$ cat src/rtl/interrupt_controller.sv
// rtl/interrupt_controller.sv - 8-source prioritized interrupt controller with register window
//
// Ports:
//   clk, rst        clock, synchronous active-high reset
//   din, address    bus write data / address (window BASE..BASE+5)
//   w_en, r_en      bus write / read strobes
//   dout            registered bus read data
//   src             asynchronous interrupt sources
//   int_ack         one-cycle CPU acknowledge
//   irq             registered interrupt request, high while in REQ
//   vector          index of the last acknowledged source

module interrupt_controller #(
    parameter logic [7:0] BASE = 8'h10
) (
    input  logic       clk,
    input  logic       rst,
    input  logic [7:0] din,
    input  logic [7:0] address,
    input  logic       w_en,
    input  logic       r_en,
    output logic [7:0] dout,
    input  logic [7:0] src,
    input  logic       int_ack,
    output logic       irq,
    output logic [2:0] vector
);

    typedef enum logic [1:0] {
        IDLE    = 2'd0,
        REQ     = 2'd1,
        SERVICE = 2'd2
    } state_t;

    state_t     state, state_next;
    logic [7:0] imask, ipend, iedge, ipol;
    logic [7:0] sync1, sync2, sync_prev;
    logic [7:0] edge_q;
    logic [7:0] eligible;
    logic [7:0] ack_clr;
    logic [7:0] w1c;
    logic [7:0] pend_next;
    logic [7:0] rdata;
    logic [7:0] offset;
    logic [2:0] winner;
    logic       in_window;
    logic       wr_hit;
    logic       ack_fire;
    logic       eoi_wr;

    // Subtracting BASE first keeps the window check correct even near 8'hFF.
    assign offset    = address - BASE;
    assign in_window = (offset < 8'd6);
    assign wr_hit    = w_en && in_window;
    assign eoi_wr    = wr_hit && (offset == 8'd5);
    assign w1c       = (wr_hit && offset == 8'd1) ? din : 8'h00;

    assign eligible  = ipend & imask;

    // Fixed priority, bit 0 wins: scan from the top so the lowest set bit is last written.
    always_comb begin
        winner = 3'd0;
        for (int i = 7; i >= 0; i--) begin
            if (eligible[i]) winner = 3'(i);
        end
    end

    assign ack_fire = int_ack && (state == REQ) && (eligible != 8'h00);
    assign ack_clr  = ack_fire ? (8'h01 << winner) : 8'h00;

    // Edge-mode bits: clear by W1C/ack, but a set in the same cycle wins.
    // Level-mode bits simply track the synced source against polarity.
    always_comb begin
        pend_next = 8'h00;
        for (int i = 0; i < 8; i++) begin
            if (iedge[i])
                pend_next[i] = (ipend[i] & ~(w1c[i] | ack_clr[i])) | edge_q[i];
            else
                pend_next[i] = sync2[i] ~^ ipol[i];
        end
    end

    always_comb begin
        state_next = state;
        case (state)
            IDLE:    if (eligible != 8'h00) state_next = REQ;
            REQ: begin
                if (ack_fire)                state_next = SERVICE;
                else if (eligible == 8'h00)  state_next = IDLE;
            end
            SERVICE: if (eoi_wr) state_next = IDLE;
            default: state_next = IDLE;
        endcase
    end

    always_comb begin
        rdata = 8'h00;
        case (offset)
            8'd0:    rdata = imask;
            8'd1:    rdata = ipend;
            8'd2:    rdata = iedge;
            8'd3:    rdata = ipol;
            8'd4:    rdata = {state, 3'b000, vector};
            default: rdata = 8'h00;
        endcase
    end

    always_ff @(posedge clk) begin
        if (rst) begin
            imask     <= 8'h00;
            ipend     <= 8'h00;
            iedge     <= 8'h00;
            ipol      <= 8'h00;
            sync1     <= 8'h00;
            sync2     <= 8'h00;
            sync_prev <= 8'h00;
            edge_q    <= 8'h00;
            state     <= IDLE;
            irq       <= 1'b0;
            vector    <= 3'd0;
            dout      <= 8'h00;
        end else begin
            sync1     <= src;
            sync2     <= sync1;
            sync_prev <= sync2;
            edge_q    <= (sync2 & ~sync_prev & ipol) | (~sync2 & sync_prev & ~ipol);
            ipend     <= pend_next;
            state     <= state_next;
            irq       <= (state_next == REQ);
            if (ack_fire) vector <= winner;
            if (wr_hit && offset == 8'd0) imask <= din;
            if (wr_hit && offset == 8'd2) iedge <= din;
            if (wr_hit && offset == 8'd3) ipol  <= din;
            if (r_en && in_window) dout <= rdata;
        end
    end

endmodule

$ cat config.mk
export PLATFORM = sky130hd
export DESIGN_NAME = interrupt_controller
export DESIGN_NICKNAME = d
export VERILOG_FILES = /design/src/rtl/interrupt_controller.sv
export SDC_FILE = /design/constraint.sdc
export NUM_CORES = 1
export LEC_CHECK = 0
export ABC_AREA = 1
export BUFFER_PORTS_ARGS = -buffer_cell sky130_fd_sc_hd__buf_2
export CORE_UTILIZATION = 45
export DETAILED_ROUTE_END_ITERATION = 12
export GPL_TIMING_DRIVEN = 0
export SLEW_MARGIN = 30
export SYNTH_ARGS = -nofsm -noshare
export SYNTH_HDL_FRONTEND = slang
export SYNTH_SLANG_ARGS = --single-unit
$ cat constraint.sdc
create_clock -name clk -period 3.1 [get_ports clk]
set_clock_uncertainty 0.1 [all_clocks]
set_input_delay 0.155 -clock clk [delete_from_list [all_inputs] [get_ports clk]]
set_output_delay 0.155 -clock clk [all_outputs]
set_load 0.01 [all_outputs]
==> reports/summary.md <==
From left edge to right edge, the die measures 88.4 um. The run gives 0.465 as the register area share after synthesis. The type of origin of the critical path was a flip-flop. The largest vdd supply drop is 241 uV, and the number of antenna violations at the first check in global routing is 0. Setup repair after global routing left no endpoint under its margin. On the critical path, the stage with the largest delay is an instance of sky130_fd_sc_hd__nor3b_2.

For this run, the post-layout net count is 559. In this run the cell area measured after placement is 0.00367 mm^2. The tools report the number of nets produced by synthesis as 495.

The leakage power came out at 0.00183 uW. Walking the worst path, the cells encountered are nand2_1 > nand2_1 > nor2_1 > nor3b_2 > nand3_1 > o211ai_1 > a21oi_1. The number of register bits inferred by synthesis is 78.

The critical path's largest stage delay was 0.36 ns; the number of max-cap violations was 0. The first TritonRoute pass finished after 5 iterations. The worst setup path is of the flip-flop to flip-flop kind. Of all nets on the critical path, the largest fanout is 5.

The flow ran to the end, and the final reports show no timing, DRC or antenna violations. In this run the mean area of a mapped cell was 7.20 um^2. 0 antenna diodes ended up in the layout. The layout-stage area growth over the synthesis result came out at 19.8%. The finished cells cover 0.00402 mm^2. Global routing finished with a remaining overflow of 0.

The vertical die dimension was 88.4 um. The cell family contributing the most delay on the critical path is simple AND/OR/NAND/NOR gates. The run gives 0 as the final max-slew violation count. After synthesis, the netlist uses 31 different library cells. The endpoint type of the worst setup path was a flip-flop. The tools report the core area as 0.00721 mm^2.

The power per standard cell area is 481 mW/mm^2. The first global-routing pass estimated 13,300 um of wire. The run gives 9 as the number of clock buffers inserted by TritonCTS. Total buffers and inverters traversed by the critical path: 0. The slew of the pin with the lowest slew margin came out at 0.700 ns. The cell seen most often among critical-path stages was sky130_fd_sc_hd__nand2_1. The detail route stage leaves a number of antenna-violating nets equal to 0.

The starting density of the core was 0.465; the number of input and output port buffers inserted was 39. Once detailed placement completed, the half-perimeter wirelength came to 6230 um. The tools report the root buffer cell as sky130_fd_sc_hd__clkbuf_8. Dividing the detail-routed via count by the number of cells gives 4.83.

The area share of the leading cell type in the synthesized netlist was 0.465; the post-route DRC violation count was 0. The logs give 3.23 ns for the required time at the endpoint of the critical path and 0 for the count of endpoints failing setup in the final report. In this run, post-CTS repair resized a total of 0 instances. The routed design has 8510 um of wire. The congestion estimate from routability-driven global placement came to 0.914. The run gives 169 as the DRC marker count from the first detailed-route iteration.

The tightest min-delay check is of the input port to flip-flop type. After clock tree synthesis, the clock-pin slew on the worst setup and hold paths is 0.08 ns. The fraction of the cycle the final worst path needs is 0.545, and the final hold violation count is 0. The standard-cell row count was 31; the final critical-path required period was 1.69 ns.

Average detailed-routed wire length per instance: 13.4 um. The layout cell share with drive strength beyond 1 was 0.153. The run gives 0 as the warning count from the yosys run.

After synthesis, the cell types taking the most area are sky130_fd_sc_hd__dfxtp_1 (47%), sky130_fd_sc_hd__nand2_1 (11%), sky130_fd_sc_hd__inv_1 (7.2%). Clock tree synthesis found a total of 78 sinks. For the final total negative setup slack, the log shows 0 ns. The worst slew slack as a fraction of its limit is 0.533. The synthesized cell area is 0.00336 mm^2, and the overall global routing resource usage is 0.236. During I/O placement, the number of pins put on the boundary was 41. The largest net degree at the start of global routing was 16. The cell count after synthesis came out at 466.

At the later pin of the worst-skew pair, clock insertion delay measures 0.36 ns. The utilization after layout was 0.557; the number of buffers on the longest clock path was 2. The number of vias in the routed layout is 3,064. TritonCTS built the clock tree. Top cell type by total area after synthesis: sky130_fd_sc_hd__dfxtp_1. Timing would allow up to 592 MHz.

The H-tree was split into 3 levels. Data on the critical path arrives at its endpoint at 1.82 ns. The via count of the first global-routing pass came out at 2,766.

The die footprint is 0.00781 mm^2.
worst min-delay path, cell delays in order:
cell and delay (ns):
sky130_fd_sc_hd__buf_2 0.09, sky130_fd_sc_hd__inv_1 0.07, sky130_fd_sc_hd__a21oi_1 0.11
cell usage after synthesis:
library cell	count
sky130_fd_sc_hd__a211oi_1	6
sky130_fd_sc_hd__a211oi_2	2
sky130_fd_sc_hd__a21oi_1	43
sky130_fd_sc_hd__a21oi_2	3
sky130_fd_sc_hd__and3_1	2
sky130_fd_sc_hd__buf_1	1
sky130_fd_sc_hd__buf_2	1
sky130_fd_sc_hd__buf_4	1
sky130_fd_sc_hd__buf_6	2
sky130_fd_sc_hd__clkbuf_1	7
sky130_fd_sc_hd__dfxtp_1	78
sky130_fd_sc_hd__inv_1	64
sky130_fd_sc_hd__inv_2	4
sky130_fd_sc_hd__nand2_1	102
sky130_fd_sc_hd__nand2_4	1
sky130_fd_sc_hd__nand3_1	20
sky130_fd_sc_hd__nand3_2	1
sky130_fd_sc_hd__nand3b_1	1
sky130_fd_sc_hd__nand4_1	2
sky130_fd_sc_hd__nor2_1	63
sky130_fd_sc_hd__nor2_2	2
sky130_fd_sc_hd__nor2_4	5
sky130_fd_sc_hd__nor3_1	1
sky130_fd_sc_hd__nor3_2	1
sky130_fd_sc_hd__nor3_4	1
sky130_fd_sc_hd__nor3b_2	1
sky130_fd_sc_hd__o211ai_1	4
sky130_fd_sc_hd__o21ai_0	40
sky130_fd_sc_hd__o21ai_1	4
sky130_fd_sc_hd__o21ai_2	2
sky130_fd_sc_hd__xnor2_1	1
path summary, 6_finish.rpt:
| kind | slack [ns] | to | from | cells past startpoint |
|---|---|---|---|---|
| worst max register to register | 1.41 | ipend[6] | ipend[0] | 7 |
| worst min-delay path | 0.02 | ipol[1] | din[1] | 3 |
| worst max-delay path | 1.41 | ipend[6] | ipend[0] | 7 |
| worst min register to register | 0.30 | sync2[1] | sync1[1] | 2 |
what timing repair did:
action,in CTS,in global routing
hold buffers,14,0
hold endpoints to repair,17,0
buffers inserted,0,0
cell usage in the layout (no fill, tap or decap), types with 2 or more instances in the layout:
cell type                       count
sky130_fd_sc_hd__nand2_1          102
sky130_fd_sc_hd__dfxtp_1           78
sky130_fd_sc_hd__inv_1             64
sky130_fd_sc_hd__nor2_1            63
sky130_fd_sc_hd__a21oi_1           43
sky130_fd_sc_hd__o21ai_0           40
sky130_fd_sc_hd__buf_2             40
sky130_fd_sc_hd__nand3_1           20
sky130_fd_sc_hd__dlygate4sd3_1     14
sky130_fd_sc_hd__clkbuf_8           9
sky130_fd_sc_hd__clkbuf_1           7
sky130_fd_sc_hd__a211oi_1           6
sky130_fd_sc_hd__nor2_4             5
sky130_fd_sc_hd__inv_2              4
sky130_fd_sc_hd__o21ai_1            4
sky130_fd_sc_hd__o211ai_1           4
sky130_fd_sc_hd__a21oi_2            3
sky130_fd_sc_hd__clkinvlp_4         3
sky130_fd_sc_hd__nor2_2             2
sky130_fd_sc_hd__and3_1             2
sky130_fd_sc_hd__buf_6              2
sky130_fd_sc_hd__o21ai_2            2
sky130_fd_sc_hd__a211oi_2           2
sky130_fd_sc_hd__nand4_1            2
final cells by class:
cell class,count,area (um^2)
fill,722,3190
sequential,78,1560
multi-input combinational,308,1470
timing repair buffer,53,335
inverter,68,255
clock buffer,9,124
tap,99,124
clock inverter,7,81.3
buffer,12,65.1
kinds of logic after synthesis:
| family | after synthesis | synth area share |
|---|---|---|
| AND/OR/NAND/NOR | 203 | 0.264 |
| buffers and inverters | 80 | 0.0954 |
| XOR/XNOR | 1 | 0.00261 |
| AO/OA/AOI/OAI | 104 | 0.173 |
| flip-flops | 78 | 0.465 |
report_power, final:
part,total [uW],internal (uW),switching [uW]
clock network,789,381,408
logic,110,44.6,65.1
registers,1030,1020,12.0
layer usage:
metal  global-route usage  share of wire
met3               0.0494          0.049
met2                0.373           0.45
met4                0.103          0.022
met1                0.311           0.48
met5                    0              0
through the flow:
step | cells | total power (uW) | setup slack, ns | hold WS (ns)
final | 634 | 1930 | 1.41 | 0.0155
after detailed placement | 604 | 1150 | 1.37 | 0.263
after floorplan | 466 | 1110 | 1.71 | 0.162
after global placement | 604 | 1150 | 1.39 | 0.255
after global routing | 634 | 2010 | 1.26 | 0.0304
after CTS | 634 | 1950 | 1.43 | 0.00331
flip-flops by register name, summed over array words and instances (netlist names):
signal and flops:
sync2 8, ipend 8, sync_prev 8, iedge 8, edge_q 8, ipol 8, dout 8, state 2
sync1 8, imask 8, irq 1, vector 3
Power figures use the tool's default switching activity.
